## config.mk

```make
export PLATFORM = sky130hd
export DESIGN_NAME = cu_mc
export DESIGN_NICKNAME = d
export VERILOG_FILES = /design/src/rtl/mycpu_pkg.sv /design/src/rtl/cu_io_timer.sv /design/src/rtl/cu_mc.sv
export SDC_FILE = /design/constraint.sdc
export NUM_CORES = 1
export LEC_CHECK = 0
export ABC_CLOCK_PERIOD_IN_PS = 1900
export BUFFER_PORTS_ARGS = -buffer_cell sky130_fd_sc_hd__buf_2
export CAP_MARGIN = 20
export CORE_MARGIN = 10
export CORE_UTILIZATION = 30
export DETAILED_ROUTE_END_ITERATION = 12
export RECOVER_POWER = 50
export SLEW_MARGIN = 20
export SYNTH_ARGS = -nofsm -noshare
export SYNTH_HDL_FRONTEND = slang
export SYNTH_SLANG_ARGS = --single-unit
```

## constraint.sdc

```tcl
create_clock -name clk -period 1.9 [get_ports clk]
set_input_delay 0.285 -clock clk [delete_from_list [all_inputs] [get_ports clk]]
set_output_delay 0.285 -clock clk [all_outputs]
set_load 0.02 [all_outputs]
```

## src/rtl/mycpu_pkg.sv

```systemverilog
// Shared mycpu definitions: opcode encoding, ALU function codes and the
// multicycle control-unit state type, PC-op and writeback-mux codes.
package mycpu_pkg;

  typedef enum logic [6:0] {
    MOVA = 7'h00, INC  = 7'h01, ADD  = 7'h02, SUB  = 7'h05,
    DEC  = 7'h06, AND  = 7'h08, OR   = 7'h09, XOR  = 7'h0A,
    NOT  = 7'h0B, MOVB = 7'h0C, SHR  = 7'h0D, SHL  = 7'h0E,
    CLR  = 7'h0F, LD   = 7'h10, ST   = 7'h20, IOR  = 7'h30,
    IOW  = 7'h31, XXL  = 7'h38, ADI  = 7'h42, LDI  = 7'h4C,
    BRZ  = 7'h60, BRN  = 7'h61, JMP  = 7'h70, HAL  = 7'h7F
  } opcode_t;

  localparam logic [3:0] FADD    = 4'h2;
  localparam logic [3:0] FSRA    = 4'h7;
  localparam logic [3:0] FS_IDLE = 4'hF;

  typedef enum logic [2:0] {RST, INF, EX0, EXN, IOWT, HLT} cu_mc_state_t;

  localparam logic [1:0] PS_HOLD = 2'b00;
  localparam logic [1:0] PS_INC  = 2'b01;
  localparam logic [1:0] PS_BR   = 2'b10;
  localparam logic [1:0] PS_JMP  = 2'b11;

  localparam logic [1:0] MD_ALU = 2'b00;
  localparam logic [1:0] MD_MEM = 2'b01;
  localparam logic [1:0] MD_IO  = 2'b10;

  // Register-to-register ops whose ALU function is the opcode's low nibble.
  function automatic logic is_alu_op(input opcode_t op);
    case (op)
      MOVA, INC, ADD, SUB, DEC, AND, OR, XOR, NOT,
      MOVB, SHR, SHL, CLR, LDI, ADI: is_alu_op = 1'b1;
      default:                       is_alu_op = 1'b0;
    endcase
  endfunction

endpackage

```

## src/rtl/cu_io_timer.sv

```systemverilog
// I/O wait counter for the control unit: counts IOWT cycles, flags the
// timeout on the last allowed cycle without ready, and keeps a sticky error.
module cu_io_timer #(
  parameter int IO_TIMEOUT = 15
) (
  input  logic clk,
  input  logic rst_n,
  input  logic clr,
  input  logic en,
  input  logic rdy,
  output logic tmo,
  output logic err
);

  localparam int CW = (IO_TIMEOUT > 1) ? $clog2(IO_TIMEOUT) : 1;
  localparam logic [CW-1:0] LAST = CW'(IO_TIMEOUT - 1);

  logic [CW-1:0] io_cnt_r;
  logic          io_err_r;

  always_ff @(posedge clk or negedge rst_n) begin
    if (!rst_n) begin
      io_cnt_r <= '0;
    end else if (clr) begin
      io_cnt_r <= '0;
    end else if (en) begin
      io_cnt_r <= io_cnt_r + 1'b1;
    end
  end

  // Ready on the final cycle still completes the transfer.
  assign tmo = en && !rdy && (io_cnt_r == LAST);

  always_ff @(posedge clk or negedge rst_n) begin
    if (!rst_n) begin
      io_err_r <= 1'b0;
    end else if (tmo) begin
      io_err_r <= 1'b1;
    end
  end

  assign err = io_err_r;

endmodule

```

## src/rtl/cu_mc.sv

```systemverilog
// Multicycle control unit for mycpu with I/O ready/timeout handshake.
// Optional MYCPU_AVG_EN: XXL (D <- (A+B)>>>1) executed as a two-step macro-op.
module cu_mc
  import mycpu_pkg::*;
#(
  parameter int IW         = 16,
  parameter int OPW        = 7,
  parameter int RA_W       = 3,
  parameter int IO_TIMEOUT = 15
) (
  input  logic                    clk,
  input  logic                    rst_n,
  input  logic [IW-1:0]           ins_in,
  input  logic                    z_in,
  input  logic                    n_in,
  input  logic                    io_rdy_in,
  output logic                    il_out,
  output logic [1:0]              ps_out,
  output logic                    rw_out,
  output logic [3*(RA_W+1)-1:0]   rs_out,
  output logic                    mm_out,
  output logic [1:0]              md_out,
  output logic                    mb_out,
  output logic [3:0]              fs_out,
  output logic                    wen_out,
  output logic                    iom_out,
  output logic                    io_req_out,
  output logic                    halted_out,
  output logic                    io_err_out
);

  cu_mc_state_t st_r, w_st_nx;

  logic [OPW-1:0]  w_opc;
  opcode_t         w_op;
  logic [RA_W-1:0] w_fd, w_fa, w_fb, w_rs_a;
  logic            w_tmr_clr, w_tmr_en, w_tmo, w_err;

  assign w_opc = ins_in[IW-1 -: OPW];
  assign w_op  = opcode_t'(w_opc);
  assign w_fd  = ins_in[3*RA_W-1 -: RA_W];
  assign w_fa  = ins_in[2*RA_W-1 -: RA_W];
  assign w_fb  = ins_in[RA_W-1:0];

`ifdef MYCPU_AVG_EN
  logic step_r, w_step_nx;

  always_ff @(posedge clk or negedge rst_n) begin
    if (!rst_n) begin
      step_r <= 1'b0;
    end else begin
      step_r <= w_step_nx;
    end
  end
`endif

  always_ff @(posedge clk or negedge rst_n) begin
    if (!rst_n) begin
      st_r <= RST;
    end else begin
      st_r <= w_st_nx;
    end
  end

  always_comb begin
    w_st_nx    = st_r;
    il_out     = 1'b0;
    ps_out     = PS_HOLD;
    rw_out     = 1'b0;
    mm_out     = 1'b0;
    md_out     = MD_ALU;
    mb_out     = 1'b0;
    fs_out     = FS_IDLE;
    wen_out    = 1'b1;
    iom_out    = 1'b0;
    io_req_out = 1'b0;
    w_rs_a     = w_fa;
    w_tmr_clr  = 1'b0;
    w_tmr_en   = 1'b0;
`ifdef MYCPU_AVG_EN
    w_step_nx  = step_r;
`endif
    case (st_r)
      RST: w_st_nx = INF;
      INF: begin
        il_out  = 1'b1;
        mm_out  = 1'b1;
        w_st_nx = EX0;
      end
      EX0: begin
        w_st_nx = INF;
        if (is_alu_op(w_op)) begin
          ps_out = PS_INC;
          rw_out = 1'b1;
          fs_out = w_opc[3:0];
          mb_out = (w_op == LDI) || (w_op == ADI);
        end else begin
          case (w_op)
            LD: begin
              ps_out = PS_INC;
              rw_out = 1'b1;
              md_out = MD_MEM;
            end
            ST: begin
              ps_out  = PS_INC;
              wen_out = 1'b0;
            end
            BRZ: begin
              ps_out = z_in ? PS_BR : PS_INC;
              fs_out = 4'h0;
            end
            BRN: begin
              ps_out = n_in ? PS_BR : PS_INC;
              fs_out = 4'h0;
            end
            JMP: ps_out = PS_JMP;
            IOR, IOW: begin
              w_tmr_clr = 1'b1;
              w_st_nx   = IOWT;
            end
`ifdef MYCPU_AVG_EN
            XXL: begin
              if (!step_r) begin
                rw_out    = 1'b1;
                fs_out    = FADD;
                w_step_nx = 1'b1;
                w_st_nx   = EXN;
              end
            end
`endif
            default: w_st_nx = HLT;
          endcase
        end
      end
      EXN: begin
`ifdef MYCPU_AVG_EN
        // Second step shifts the sum already written back into D.
        w_rs_a    = w_fd;
        rw_out    = 1'b1;
        fs_out    = FSRA;
        ps_out    = PS_INC;
        w_step_nx = 1'b0;
        w_st_nx   = INF;
`else
        w_st_nx   = HLT;
`endif
      end
      IOWT: begin
        w_tmr_en   = 1'b1;
        io_req_out = 1'b1;
        iom_out    = 1'b1;
        if (io_rdy_in) begin
          ps_out  = PS_INC;
          w_st_nx = INF;
          if (w_op == IOR) begin
            rw_out = 1'b1;
            md_out = MD_IO;
          end else begin
            wen_out = 1'b0;
          end
        end else if (w_tmo) begin
          w_st_nx = HLT;
        end
      end
      HLT: w_st_nx = HLT;
      default: w_st_nx = RST;
    endcase
  end

  assign rs_out     = {1'b0, w_fd, 1'b0, w_rs_a, 1'b0, w_fb};
  assign halted_out = (st_r == HLT);
  assign io_err_out = w_err;

  cu_io_timer #(
    .IO_TIMEOUT(IO_TIMEOUT)
  ) u_io_timer (
    .clk  (clk),
    .rst_n(rst_n),
    .clr  (w_tmr_clr),
    .en   (w_tmr_en),
    .rdy  (io_rdy_in),
    .tmo  (w_tmo),
    .err  (w_err)
  );

endmodule

```

==> results.cfg <==
[status]
status = finished, violations left
violations = negative setup slack

[critical_path]
critical_path.max_stage_delay_ns = 0.54
worst-endpoint-arrival_ns = 1.64
crit_required_ns = 1.62
worst_r2r_path_depth = 5
cp_cell_sequence = buf_6 > or4b_4 > a2111o_1 > nand2_1 > o32a_4 > buf_6
rr_endpoint = u_io_timer.io_cnt_r[3]$_DFFE_PN0P_
timing.critical_path.fanout_max = 3
reg2reg_from = st_r[0]$_DFFE_PN0P_
setup.worst_path.end_class = output port
cp_slowest_cell = sky130_fd_sc_hd__or4b_4
setup.worst_path.start_class = primary input
timing.critical_path.mode_cell = sky130_fd_sc_hd__buf_6
setup.reg_to_reg.worst_slack_ns = 0.62
kind_of_critical_path = in -> out

[power_and_ir_drop]
internal_power_uw = 610
pwr-share-comb_pct = 58.0
power_density_normalized_to_cell_area_mw_per_mm2 = 867
power.net_switching_uw = 480
p_seq_share_pct = 30.2
worst_ir_drop_vdd_v = 0.000250
pwr-share-clk_pct = 11.8
power_switching_share_pct = 44.0
cellLeakagePower_uw = 0.000553

[timing]
timing.fmax_mhz = 520
final_min_period_over_clock_period_pct = 101
finalCriticalPeriod_ns = 1.92
fin_worst_skew_ns = 0.00169
setup_slack_ns = -0.0231
count_of_endpoints_failing_hold_in_the_final_timing_report = 0
final_max_slew_viol_count = 0
grt_setup_unrepaired = true
setup_viol = 1

[clock_network]
clock_network_latency_to_the_later_pin_of_the_worst_skew_pair_ns = 0.26
cts_buffers = 3
cts_tree = done
clock_sink_count = 8
cts-root-buf = sky130_fd_sc_hd__clkbuf_4
clockBufferDepth = 2
cts.clk_slew.worst_paths_ns = 0.05
h-tree-depth = 1

[place]
gp_routability_congestion = 0.790
portBuffers = 28
dpl.hpwl_um = 1990
detailedPlace.worstSlack_ns = -0.0794

[cells_and_area]
diodes = 0
finish.net_count = 177
area.growth.synth_to_final_pct = 36.7
fin_util_pct = 41.9
share_of_layout_cells_above_drive_strength_1_pct = 44.1

[logic_synthesis]
ys.warnings.count = 0
postSynth.asyncResetShare_pct = 100
post_synth_edffs = 0
top_reg_cell_synth = sky130_fd_sc_hd__dfrtp_1
synth_sequential_area_ratio_pct = 21.8
synth.distinct_cells = 41
mappedNetlistArea_sq_um = 920
avgSynthCellArea_sq_um = 7.79
mapped_cells = 118
ys_ff_latch = 8

[grt]
globalRouteTotalUtil_pct = 8.61
number_of_global_route_vias_before_repair = 866
grt_pass1_wl_um = 3750
grt-ovfl-total = 0
pin_count_of_the_biggest_net_entering_global_routing = 14
grt_antenna_before_repair = 0

[routing]
post-route-drc-count = 0
drt-total-wl_um = 2520
vias_per_cell = 4.99
drt_iter0_drc = 27
route.detailed.wl_per_inst_um = 13.6
drtAntennaViolNets = 0
via_count = 924
drt_first_pass_iters = 4

[floorplanning]
num_io_pins = 50
die_x_um = 75.4
floorplan.core_area_sq_mm = 0.00300
floorplan.initialDensity_pct = 30.6
die_area_sq_mm = 0.00568
die_height_um = 75.4
floorplan.rows = 20

[job]
max-cap-violations = 0

[hold_path]
hold_path_startpoint = io_rdy_in
min_to = st_r[2]$_DFFE_PN0P_
whs_path_depth = 3
worstHoldPathType = in -> reg
[power by group through the flow]
stage               Sequential (uW)  Clock, uW  Combinational [uW]
floorplan                       295          0                 485
global placement                325          0                 557
detailed placement              332          0                 579
CTS                             331        137                 602
global route                    343        148                 702
finish                          329        129                 632
[layout by cell type, fill, tap and decap left out, drive strengths merged, types with 2 or more instances in the layout]
cell / instances
nand2: 5
a31oi: 2
o211ai: 2
a21oi: 8
ha: 2
nand3: 3
nor3b: 6
nor2: 9
mux2i: 2
dfrtp: 8
clkbuf: 6
nand3b: 2
buf: 46
o21ai: 6
nand4: 2
inv: 7
nor3: 7
xor2: 2
a211oi: 2
o21a: 2
a21o: 2
xnor2: 2
conb: 3
nand2b: 2
[cells by family (layout without fill, tap and decap cells)]
logic type / after synthesis / in the layout / synth area share, %
AO/OA/AOI/OAI: 30 / 30 / 22.9
XOR/XNOR: 4 / 4 / 3.81
adder cells (fa/ha/maj): 2 / 2 / 2.72
buffers and inverters: 28 / 60 / 18.5
flip-flops: 8 / 8 / 21.8
multiplexers: 2 / 2 / 2.18
other: 1 / 3 / 0.408
AND/OR/NAND/NOR: 43 / 43 / 27.8
[cells in the mapped netlist, drive strengths merged (3+ instances only)]
master,instances,area share (%)
dfrtp,8,22
nor3b,6,6.1
buf,18,14
nor2,9,3.7
clkbuf,3,1.2
nand3,3,1.6
a21oi,8,5.6
inv,7,2.9
nand2,5,2.0
o21ai,6,3.3
nor3,7,3.8
[critical path: cells and delay by family]
family / cells / cell delay, ns
AO/OA/AOI/OAI: 2 / 0.52
buffers and inverters: 2 / 0.20
AND/OR/NAND/NOR: 2 / 0.63
[per-stage QoR]
step | total power (uW) | setup TNS, ns | instances | hold WS (ns) | area, sq um
finish | 1090 | -0.0231 | 185 | 0.376 | 1260
global route | 1190 | -0.123 | 185 | 0.397 | 1260
global placement | 882 | -0.0567 | 178 | 0.133 | 1120
detailed placement | 912 | -0.0794 | 178 | 0.138 | 1120
floorplan | 780 | -0.150 | 120 | -0.0106 | 947
CTS | 1070 | -0.0127 | 184 | 0.364 | 1180
[per-layer routing]
layer	global-route usage (%)	vias up	part of all wire [%]
li1	-	475	-
met2	13.6	18	47
met1	10.0	426	45
met5	0	-	0
met3	2.99	5	5.6
met4	4.54	0	1.9
[worst max path at each step]
stage / start / slack [ns] / endpoint / cells after the start
5_1_grt: ins_in[10] / -0.06 / ps_out[0] / 6
4_1_cts: ins_in[12] / -0.01 / ps_out[0] / 6
3_5_place_dp: ins_in[12] / -0.08 / ps_out[0] / 6
6_report: ins_in[10] / -0.02 / ps_out[0] / 6
3_3_place_gp: ins_in[10] / -0.06 / ps_out[0] / 6
2_1_floorplan: st_r[1]$_DFFE_PN0P_ / -0.15 / rw_out / 5
[area by class of cell]
cell class | instances | area [sq um]
clock buffer | 3 | 22.5
timing repair buffer | 50 | 338
inverter | 7 | 26.3
fill | 310 | 1750
tap | 33 | 41.3
multi-input combinational | 84 | 627
sequential | 8 | 203
[state kept, by name, indices dropped and copies added, names as in the netlist]
signal and flops:
st_r 3, u_io_timer.io_cnt_r 4, u_io_timer.err 1
[repair_timing]
item | in CTS | in global routing
setup endpoints to repair | 5 | 11
gates resized for setup | 6 | 17
endpoints found under the hold margin | 8 | 0
setup buffers | 2 | 1
hold buffers | 1 | 0
pin swaps | 2 | 5
No activity file was read; power rests on OpenSTA's default activity.
